### config.mk
export PLATFORM = sky130hd
export DESIGN_NAME = fall_monitor
export DESIGN_NICKNAME = d
export VERILOG_FILES = /design/src/rtl/fall_pkg.sv /design/src/rtl/fall_channel.sv /design/src/rtl/fall_monitor.sv
export SDC_FILE = /design/constraint.sdc
export NUM_CORES = 1
export LEC_CHECK = 0
export ABC_CLOCK_PERIOD_IN_PS = 2670
export CORE_MARGIN = 2
export CORE_UTILIZATION = 40
export DETAILED_ROUTE_END_ITERATION = 6
export GPL_TIMING_DRIVEN = 0
export PLACE_DENSITY = 0.7
export SLEW_MARGIN = 20
export SYNTH_ARGS = -nofsm -noshare
export SYNTH_HDL_FRONTEND = slang
export SYNTH_SLANG_ARGS = --single-unit
### constraint.sdc
create_clock -name clk -period 2.67 [get_ports clk]
set_input_delay 0.4005 -clock clk [delete_from_list [all_inputs] [get_ports clk]]
set_output_delay 0.4005 -clock clk [all_outputs]
set_load 0.01 [all_outputs]
### src/rtl/fall_pkg.sv
// fall_pkg: shared types and default parameters for the fall_monitor slice.
//   fd_state_e - per-lane detector state (2-bit encoding)
//   FD_*_DEF   - default parameter values used by fall_monitor / fall_channel
package fall_pkg;

    typedef enum logic [1:0] {
        FD_IDLE    = 2'd0,
        FD_PENDING = 2'd1,
        FD_ALARM   = 2'd2
    } fd_state_e;

    localparam int FD_WIDTH_DEF    = 8;
    localparam int FD_CHANNELS_DEF = 4;
    localparam int FD_HOLD_DEF     = 3;
    localparam int FD_CNT_W_DEF    = 8;
    localparam int FD_HYST_DEF     = 2;

endpackage

### src/rtl/fall_channel.sv
// fall_channel: one sensor lane of fall_monitor.
// A sample qualifies when valid and sensor < factory (unsigned, strict).
// HOLD consecutive qualifying samples latch an alarm until an ack arrives
// while the release condition holds. Each alarm entry bumps a saturating
// event counter; clr_count zeroes it and wins over a same-cycle increment.
// Optional macro FALL_HYST_EN: release needs sensor >= factory + HYST
// (computed at WIDTH+1 bits); otherwise release needs sensor >= factory.
// Ports:
//   clk, rst_n            clock, async active-low reset
//   sample_valid          sample strobe
//   sensor, factory       lane value and threshold
//   ack                   alarm acknowledge
//   clr_count             synchronous counter clear
//   fall_pending          registered: in FD_PENDING
//   fall_detected         registered: in FD_ALARM
//   fall_count            registered saturating event count
module fall_channel
    import fall_pkg::*;
#(
    parameter int WIDTH = FD_WIDTH_DEF,
    parameter int HOLD  = FD_HOLD_DEF,
    parameter int CNT_W = FD_CNT_W_DEF,
    parameter int HYST  = FD_HYST_DEF
) (
    input  logic             clk,
    input  logic             rst_n,
    input  logic             sample_valid,
    input  logic [WIDTH-1:0] sensor,
    input  logic [WIDTH-1:0] factory,
    input  logic             ack,
    input  logic             clr_count,
    output logic             fall_pending,
    output logic             fall_detected,
    output logic [CNT_W-1:0] fall_count
);

    localparam int RUN_W = $clog2(HOLD + 1);
    localparam logic [RUN_W-1:0] HOLD_R = RUN_W'(HOLD);
`ifdef FALL_HYST_EN
    localparam int HYST_EFF = HYST;
`else
    localparam int HYST_EFF = 0;
`endif
    localparam logic [WIDTH:0] HYST_X = (WIDTH + 1)'(HYST_EFF);

    fd_state_e        state_q, state_d;
    logic [RUN_W-1:0] run_q, run_d, run_inc;
    logic [CNT_W-1:0] cnt_q, cnt_d;
    logic             pend_q, pend_d;
    logic             det_q, det_d;
    logic             qual, release_ok, enter_alarm;

    assign qual    = sample_valid && (sensor < factory);
    assign run_inc = run_q + RUN_W'(1);
    // Widened sum: a threshold+margin that overflows WIDTH can never release.
    assign release_ok = {1'b0, sensor} >= ({1'b0, factory} + HYST_X);

    always_comb begin
        state_d     = state_q;
        run_d       = run_q;
        enter_alarm = 1'b0;
        case (state_q)
            FD_IDLE, FD_PENDING: begin
                // IDLE has run=0, so the same increment path covers HOLD=1.
                if (qual) begin
                    run_d = run_inc;
                    if (run_inc == HOLD_R) begin
                        state_d     = FD_ALARM;
                        enter_alarm = 1'b1;
                    end else begin
                        state_d = FD_PENDING;
                    end
                end else if (sample_valid) begin
                    state_d = FD_IDLE;
                    run_d   = '0;
                end
            end
            FD_ALARM: begin
                if (ack && release_ok) begin
                    state_d = FD_IDLE;
                    run_d   = '0;
                end
            end
            default: begin
                state_d = FD_IDLE;
                run_d   = '0;
            end
        endcase

        pend_d = (state_d == FD_PENDING);
        det_d  = (state_d == FD_ALARM);

        cnt_d = cnt_q;
        if (clr_count)
            cnt_d = '0;
        else if (enter_alarm && (cnt_q != {CNT_W{1'b1}}))
            cnt_d = cnt_q + CNT_W'(1);
    end

    always_ff @(posedge clk or negedge rst_n) begin
        if (!rst_n) begin
            state_q <= FD_IDLE;
            run_q   <= '0;
            cnt_q   <= '0;
            pend_q  <= 1'b0;
            det_q   <= 1'b0;
        end else begin
            state_q <= state_d;
            run_q   <= run_d;
            cnt_q   <= cnt_d;
            pend_q  <= pend_d;
            det_q   <= det_d;
        end
    end

    assign fall_pending  = pend_q;
    assign fall_detected = det_q;
    assign fall_count    = cnt_q;

endmodule

### src/rtl/fall_monitor.sv
// fall_monitor: CHANNELS independent fall detectors with latched alarms
// and saturating per-lane event counters.
// Optional macro FALL_HYST_EN: adds HYST margin to the alarm release test.
// Ports:
//   clk, rst_n     clock, async active-low reset
//   sampleValid    sample strobe for all lanes
//   sensorValue    packed lane values, lane i at [i*WIDTH +: WIDTH]
//   factoryValue   packed lane thresholds, same packing
//   ack            per-lane alarm acknowledge
//   clrCount       synchronous clear of all counters
//   fallPending    per-lane partial run in progress
//   fallDetected   per-lane latched alarm
//   anyFall        OR of fallDetected
//   firstChannel   lowest lane index with an alarm, 0 when none
//   fallCount      packed per-lane counters, lane i at [i*CNT_W +: CNT_W]
module fall_monitor
    import fall_pkg::*;
#(
    parameter int WIDTH    = FD_WIDTH_DEF,
    parameter int CHANNELS = FD_CHANNELS_DEF,
    parameter int HOLD     = FD_HOLD_DEF,
    parameter int CNT_W    = FD_CNT_W_DEF,
    parameter int HYST     = FD_HYST_DEF,
    localparam int FC_W    = (CHANNELS > 1) ? $clog2(CHANNELS) : 1
) (
    input  logic                      clk,
    input  logic                      rst_n,
    input  logic                      sampleValid,
    input  logic [CHANNELS*WIDTH-1:0] sensorValue,
    input  logic [CHANNELS*WIDTH-1:0] factoryValue,
    input  logic [CHANNELS-1:0]       ack,
    input  logic                      clrCount,
    output logic [CHANNELS-1:0]       fallPending,
    output logic [CHANNELS-1:0]       fallDetected,
    output logic                      anyFall,
    output logic [FC_W-1:0]           firstChannel,
    output logic [CHANNELS*CNT_W-1:0] fallCount
);

    for (genvar i = 0; i < CHANNELS; i++) begin : g_lane
        fall_channel #(
            .WIDTH (WIDTH),
            .HOLD  (HOLD),
            .CNT_W (CNT_W),
            .HYST  (HYST)
        ) u_lane (
            .clk           (clk),
            .rst_n         (rst_n),
            .sample_valid  (sampleValid),
            .sensor        (sensorValue[i*WIDTH +: WIDTH]),
            .factory       (factoryValue[i*WIDTH +: WIDTH]),
            .ack           (ack[i]),
            .clr_count     (clrCount),
            .fall_pending  (fallPending[i]),
            .fall_detected (fallDetected[i]),
            .fall_count    (fallCount[i*CNT_W +: CNT_W])
        );
    end

    assign anyFall = |fallDetected;

    // Scan high to low so the lowest set lane is the last writer.
    always_comb begin
        firstChannel = '0;
        for (int i = CHANNELS - 1; i >= 0; i--) begin
            if (fallDetected[i])
                firstChannel = FC_W'(i);
        end
    end

endmodule

=== Yosys cells after proc, flatten, opt, wreduce, memory -nomap -nowiden ===
Cells that the tools add are included.
W data, S select, Z words.

* Register bits: 56
* Input bits: 72
* Output and inout bits: 43
* Logic and storage cells: 154

* $add $sub $neg: 8
* $lt $le $gt $ge: 8
* Eq/ne operators: 32
* Mux-type cells: 57
* Reduce and logical (&&, ||, !) cells: 29

{| class="wikitable"
|+ Operator list
! operator !! count
|-
| $mux W8 || 8
|-
| $mux W2 || 29
|-
| $add A8 B1 Y8 const B || 4
|-
| $ge A8 B8 Y1 || 4
|-
| $lt A8 B8 Y1 || 4
|-
| $ne A8 B8 Y1 const B || 4
|-
| $pmux W2 S2 || 8
|-
| $eq A2 B2 Y1 const B || 12
|-
| $eq A2 B1 Y1 const B || 8
|-
| $logic_and A1 B1 Y1 || 12
|-
| $mux W1 || 12
|-
| $ne A3 B2 Y1 const B || 4
|-
| $add A2 B1 Y2 const B || 4
|-
| $logic_not A2 Y1 || 4
|-
| $ne A2 B1 Y1 const B || 4
|-
| $reduce_and A2 Y1 || 4
|-
| $reduce_bool A2 Y1 || 4
|-
| $reduce_or A2 Y1 || 4
|-
| $reduce_or A4 Y1 || 1
|}

=== Longest topological paths before layout ===
Gate-level depths: netlist of run 1.

* Word-level depth: 8
* Depth in mapped cells: 8
* Depth with buffers taken out: 7

=== Modules after synthesis ===
Synthesis of run 1 repeated with hierarchy kept, for this count alone.

* Cell total of the unflattened synthesis: 423
* Area total of the unflattened synthesis: 3833.7 um2

{| class="wikitable"
|+ Modules (own cells, without submodules)
! module !! instances !! cells each !! area an instance (um2) !! seq. area each (um2)
|-
| fall_channel || 4 || 104 || 949.7 || 350.3
|-
| fall_monitor || 1 || 7 || 35.0 || 0.0
|}

=== Worst setup path after synthesis of run 1 ===
Ideal clock, no wire load.

* Path kind: input-to-reg
* Start point: in factoryValue[15]
* End point: reg g_lane[1].u_lane.cnt_q[7]
* Library setup time: 0.128 ns
* Arrival time: 2.082 ns
* Data required time: 2.542 ns
* Setup slack: 0.460 ns
* Cell stages on the path: 8
* Buffers on the path: 1
* Cell sequence: inv_1 > ha_1 > a21oi_1 > o21ai_1 > a2111o_1 > buf_2 > nor4b_1 > mux2_1

* Longest elaborated chain between the ends: 6

{| class="wikitable"
|+ RTL lines
! element !! line !! text
|-
| from (decl) || fall_monitor.sv:30 || <nowiki>input logic [CHANNELS*WIDTH-1:0] factoryValue,</nowiki>
|-
| $lt A8 B8 Y1 || fall_channel.sv:53 || <nowiki>assign qual = sample_valid && (sensor < factory);</nowiki>
|-
| $logic_and A1 B1 Y1 || fall_channel.sv:53 ||
|-
| $mux W1 || fall_channel.sv:65 || <nowiki>if (qual) begin</nowiki>
|-
| $mux W1 || fall_channel.sv:62 || <nowiki>case (state_q)</nowiki>
|-
| $logic_and A1 B1 Y1 || fall_channel.sv:96 || <nowiki>else if (enter_alarm && (cnt_q != {CNT_W{1'b1}}))</nowiki>
|-
| $reduce_bool A2 Y1 (no source line) || -- ||
|-
| to (signal assigned) || fall_channel.sv:110 || <nowiki>cnt_q <= cnt_d;</nowiki>
|-
| to (decl) || fall_channel.sv:48 || <nowiki>logic [CNT_W-1:0] cnt_q, cnt_d;</nowiki>
|}

Every way passes these cells.
A chain may end at the register's enable or synchronous reset.

=== Worst setup path after layout of run 1 ===
Same ends and word-level chain as after synthesis.

==> results of run 1 <==
==> report_power, final <==
group	switching, uW	internal [uW]
Sequential	106	995
Clock	296	283
Combinational	443	532
Total	845	1810
==> sequential cells by signal (all words and copies together), names as in the netlist <==
signal	count
g_lane.u_lane.fall_count	32
g_lane.u_lane.fall_detected	4
g_lane.u_lane.fall_pending	4
g_lane.u_lane.run_q	8
g_lane.u_lane.state_q	8
==> path summary, 6_finish.rpt <==
| path | cells after the start | slack (ns) | endpoint |
|---|---|---|---|
| worst max-delay path | 9 | 0.12 | g_lane[1].u_lane.fall_count[7] |
| worst min-delay path | 1 | 0.12 | g_lane[2].u_lane.fall_count[6] |
| worst max register to register | 7 | 0.31 | g_lane[2].u_lane.fall_count[7] |
| worst min register to register | 1 | 0.48 | g_lane[1].u_lane.run_q[0] |
| max in group asynchronous | 1 | 2.06 | g_lane[1].u_lane.run_q[1] |
| min in group clk | 1 | 0.48 | g_lane[1].u_lane.run_q[0] |
==> per-stage QoR <==
stage / hold slack (ns) / std cells / power (uW)
after CTS: 0.158 / 673 / 2690
after global placement: 0.465 / 665 / 2060
after detailed placement: 0.471 / 665 / 2100
after global routing: 0.177 / 673 / 2850
final: 0.117 / 673 / 2660
after floorplan: 0.105 / 423 / 1670
==> layer usage <==
layer	GRT usage, %	vias to the layer above
met3	3.66	6
met4	2.91	0
met5	0	-
met1	23.5	1712
met2	33.7	81
li1	-	1791
==> cell usage after synthesis, drive strengths merged (3+ instances only) <==
master  count  area share (%)
a2111o      3            0.89
a21o        3            0.59
a21oi      43             5.8
a22o        4            0.92
a31oi       4            0.66
buf        13             2.2
clkbuf      8            0.79
dfrtp      56              37
ha         40              13
inv        47             4.6
mux2        6             1.8
nand2      22             2.2
nand2b      4            0.66
nand3      17             2.5
nand4       9             1.5
nor2       24             2.4
nor2b       8             1.3
nor3        7            0.92
nor4b       3            0.85
o211ai      3            0.59
o21ai      22             3.0
o31ai      18             3.6
or3         6             1.0
or3b        6             1.4
or4        16             3.3
==> cells by family after synthesis <==
logic type / after synthesis
compound gates: 119
fa+ha+maj: 40
buf+inv: 68
flops: 56
mux: 7
simple gates: 133
==> repair_timing <==
action,CTS,global route
setup endpoints to repair,0,1
resized for setup,0,1
hold buffers,0,0
==> worst max-delay path, delay by kind of cell <==
kind | cells | cell delay [ns]
AO/OA/AOI/OAI | 3 | 0.71
adder cells (fa/ha/maj) | 1 | 0.30
multiplexers | 1 | 0.36
AND/OR/NAND/NOR | 1 | 0.29
buffers and inverters | 3 | 0.69
==> cells in the final DEF, fill, tap and decap left out, types with 4 or more instances in the layout <==
cell	n
buf_2	5
inv_1	47
clkdlybuf4s50_1	112
mux2_2	5
nor2_1	24
nor3_1	7
ha_1	40
nand2_1	22
a31oi_1	4
buf_4	9
nand3_1	15
a21oi_1	42
dfrtp_1	56
or4_1	15
nor2b_1	8
o31ai_1	18
or3_1	5
nand2b_1	4
o21ai_0	18
a22o_1	4
nand4_1	9
or3b_1	4
clkbuf_8	5
clkbuf_1	8
==> cell type report <==
type / instances / area, um2
plain buffers: 21 / 115
clock buffers: 5 / 68.8
clock inverters: 3 / 46.3
fillers: 817 / 4020
inverters: 47 / 176
multi-input cells: 299 / 2120
flip-flops and latches: 56 / 1400
well taps: 129 / 161
repair buffers: 113 / 1130
==> results by group, run 1 <==
Status
  • Run status: finished, final reports clean

Critical path
  • Reg2Reg Launch Point: g_lane[2].u_lane.fall_count[0]
  • Worst Setup End Kind: flip-flop
  • CP arrival: roughly 2.8 ns
  • Setup CP Type: primary input to flip-flop
  • CP max FO: 10
  • Worst path required time: ~2.9 ns
  • Slowest cell delay on critical path: about 0.45 ns
  • Crit path from: factoryValue[15]
  • Critical Path Source Type: primary input
  • Slowest cell on the critical path: clkdlybuf4s50_1
  • CP Cell Sequence: clkdlybuf4s50_1, inv_1, ha_1, a21oi_1, o21ai_1, a2111o_1, buf_2, nor4b_2, mux2_1

Clock network
  • CTS H-tree lvls: 2
  • CTS max path bufs: 2
  • CTS clk-pin slew, worst paths: approximately 0.11 ns
  • CTS buffer count: 5
  • Clock sinks: between 50 and 60
  • Post CTS Setup Buffer Count: 0
  • CTS tree: done
  • Clk Latency, worst-skew pair: 0.31 ns
  • CTS Root Cell: clkbuf_8

Placed design
  • Placed instance area: roughly 0.005 mm2
  • IO buf count: about 110
  • Global placer's final weighted congestion: about 0.81
  • HPWL after DPL: a little over 7000 um
  • Post-Place Setup Slack: -0.322 ns

Logic synthesis
  • Syn nets: 535
  • Largest family of logic cells by synthesized area: compound AO/OA/AOI/OAI gates
  • Synth Area in Compound Gates: ~20%
  • Post-synthesis adder-cell area fraction: a little over an eighth
  • Synth unique cells: 56
  • Xor and xnor area share after synthesis: 0%
  • Post-synth EDFFs: 0
  • Top FF cell, synth: dfrtp_1
  • Multiplexer area fraction after synthesis: under 10%
  • Syn Inst Count: roughly 420
  • Avg Cell Area, Syn: 9.00 um2
  • Fraction of registers with async set/reset: 100%
  • Simple-Gate Fraction of Synth Area: about a fifth
  • Yosys warns: 0
  • #FFs+latches synth: between 50 and 60
  • Seq/Total Area, Yosys: between 30 and 40%
  • Synthesized cell area: around 0.0038 mm2

Die
  • Die X-Extent: just over 100 um
  • Core Footprint: 0.00924 mm2
  • I/O pin count: 115
  • Die height: around 100 um
  • Initial Util: about two fifths
  • Full die area: 0.0103 mm2
  • FP Rows: 35

STA
  • Tightest Pin Transition: 0.718 ns
  • Minimum clock period: between 2 and 3 ns
  • Worst slew margin: between 50% and 60%
  • Final worst slack: 0.115 ns
  • Setup TNS: 0 ns
  • Final hold violation count: 0
  • Slew Viols, Final: 0
  • Tcrit/Tclk final: about 96%
  • Peak Freq: slightly below 0.4 GHz
  • Count of final setup violators: 0
  • Max Clock Skew: between 0.007 and 0.008 ns

Pwr
  • P_leak: 0.00219 uW
  • Peak supply drop: between 0.0002 and 0.0003 V
  • PwrDens: around 510 mW/mm2

Route
  • Avg WL per Cell: between 10 and 15 um
  • Vias/cell: approximately 5.3
  • Antenna-violating nets left: 0
  • Total Wirelength: around 9200 um
  • Top sig layer: met4
  • Residual DRC: 0
  • Pre-antenna DRT Iters: 4
  • Met2 wire length: approximately 4800 um
  • Met1 WL: around 4000 um
  • Met3 routed WL: between 400 and 500 um
  • 1st-iter DRT viols: between 70 and 80
  • Vias post-DR: 3590

Flow run
  • Max cap viols: 0

Global route
  • Grt total ovfl: 0
  • Largest net degree at the start of global routing: 57
  • GRT Total Usage: a little under a fifth
  • Initial antenna violation count: 0
  • First-pass GRT wire length: about 16000 um
  • Vias in the first global route: 3504

Final layout
  • Layout area overhead: 37.1%
  • N_diodes: 0
  • Layout cell share with drive strength beyond 1: 7.54%
  • Post-route design area: 0.00522 mm2
  • Final layout net count: 655
  • Final core utilization: a little under three fifths

Min path
  • Hold WC Path Type: primary input to async pin
Note: power is estimated with default switching activity, not from simulation.
==> run 2: changes to the inputs <==
CTS_CLUSTER_DIAMETER = 200   (was not set)
==> results of run 2 <==
Final layout, timing and power as in run 1 (identical DEF).
==> run 3: changes to the inputs <==
CTS_CLUSTER_DIAMETER = 80   (was 200)
==> results of run 3 <==
Final layout, timing and power as in run 1 (identical DEF).
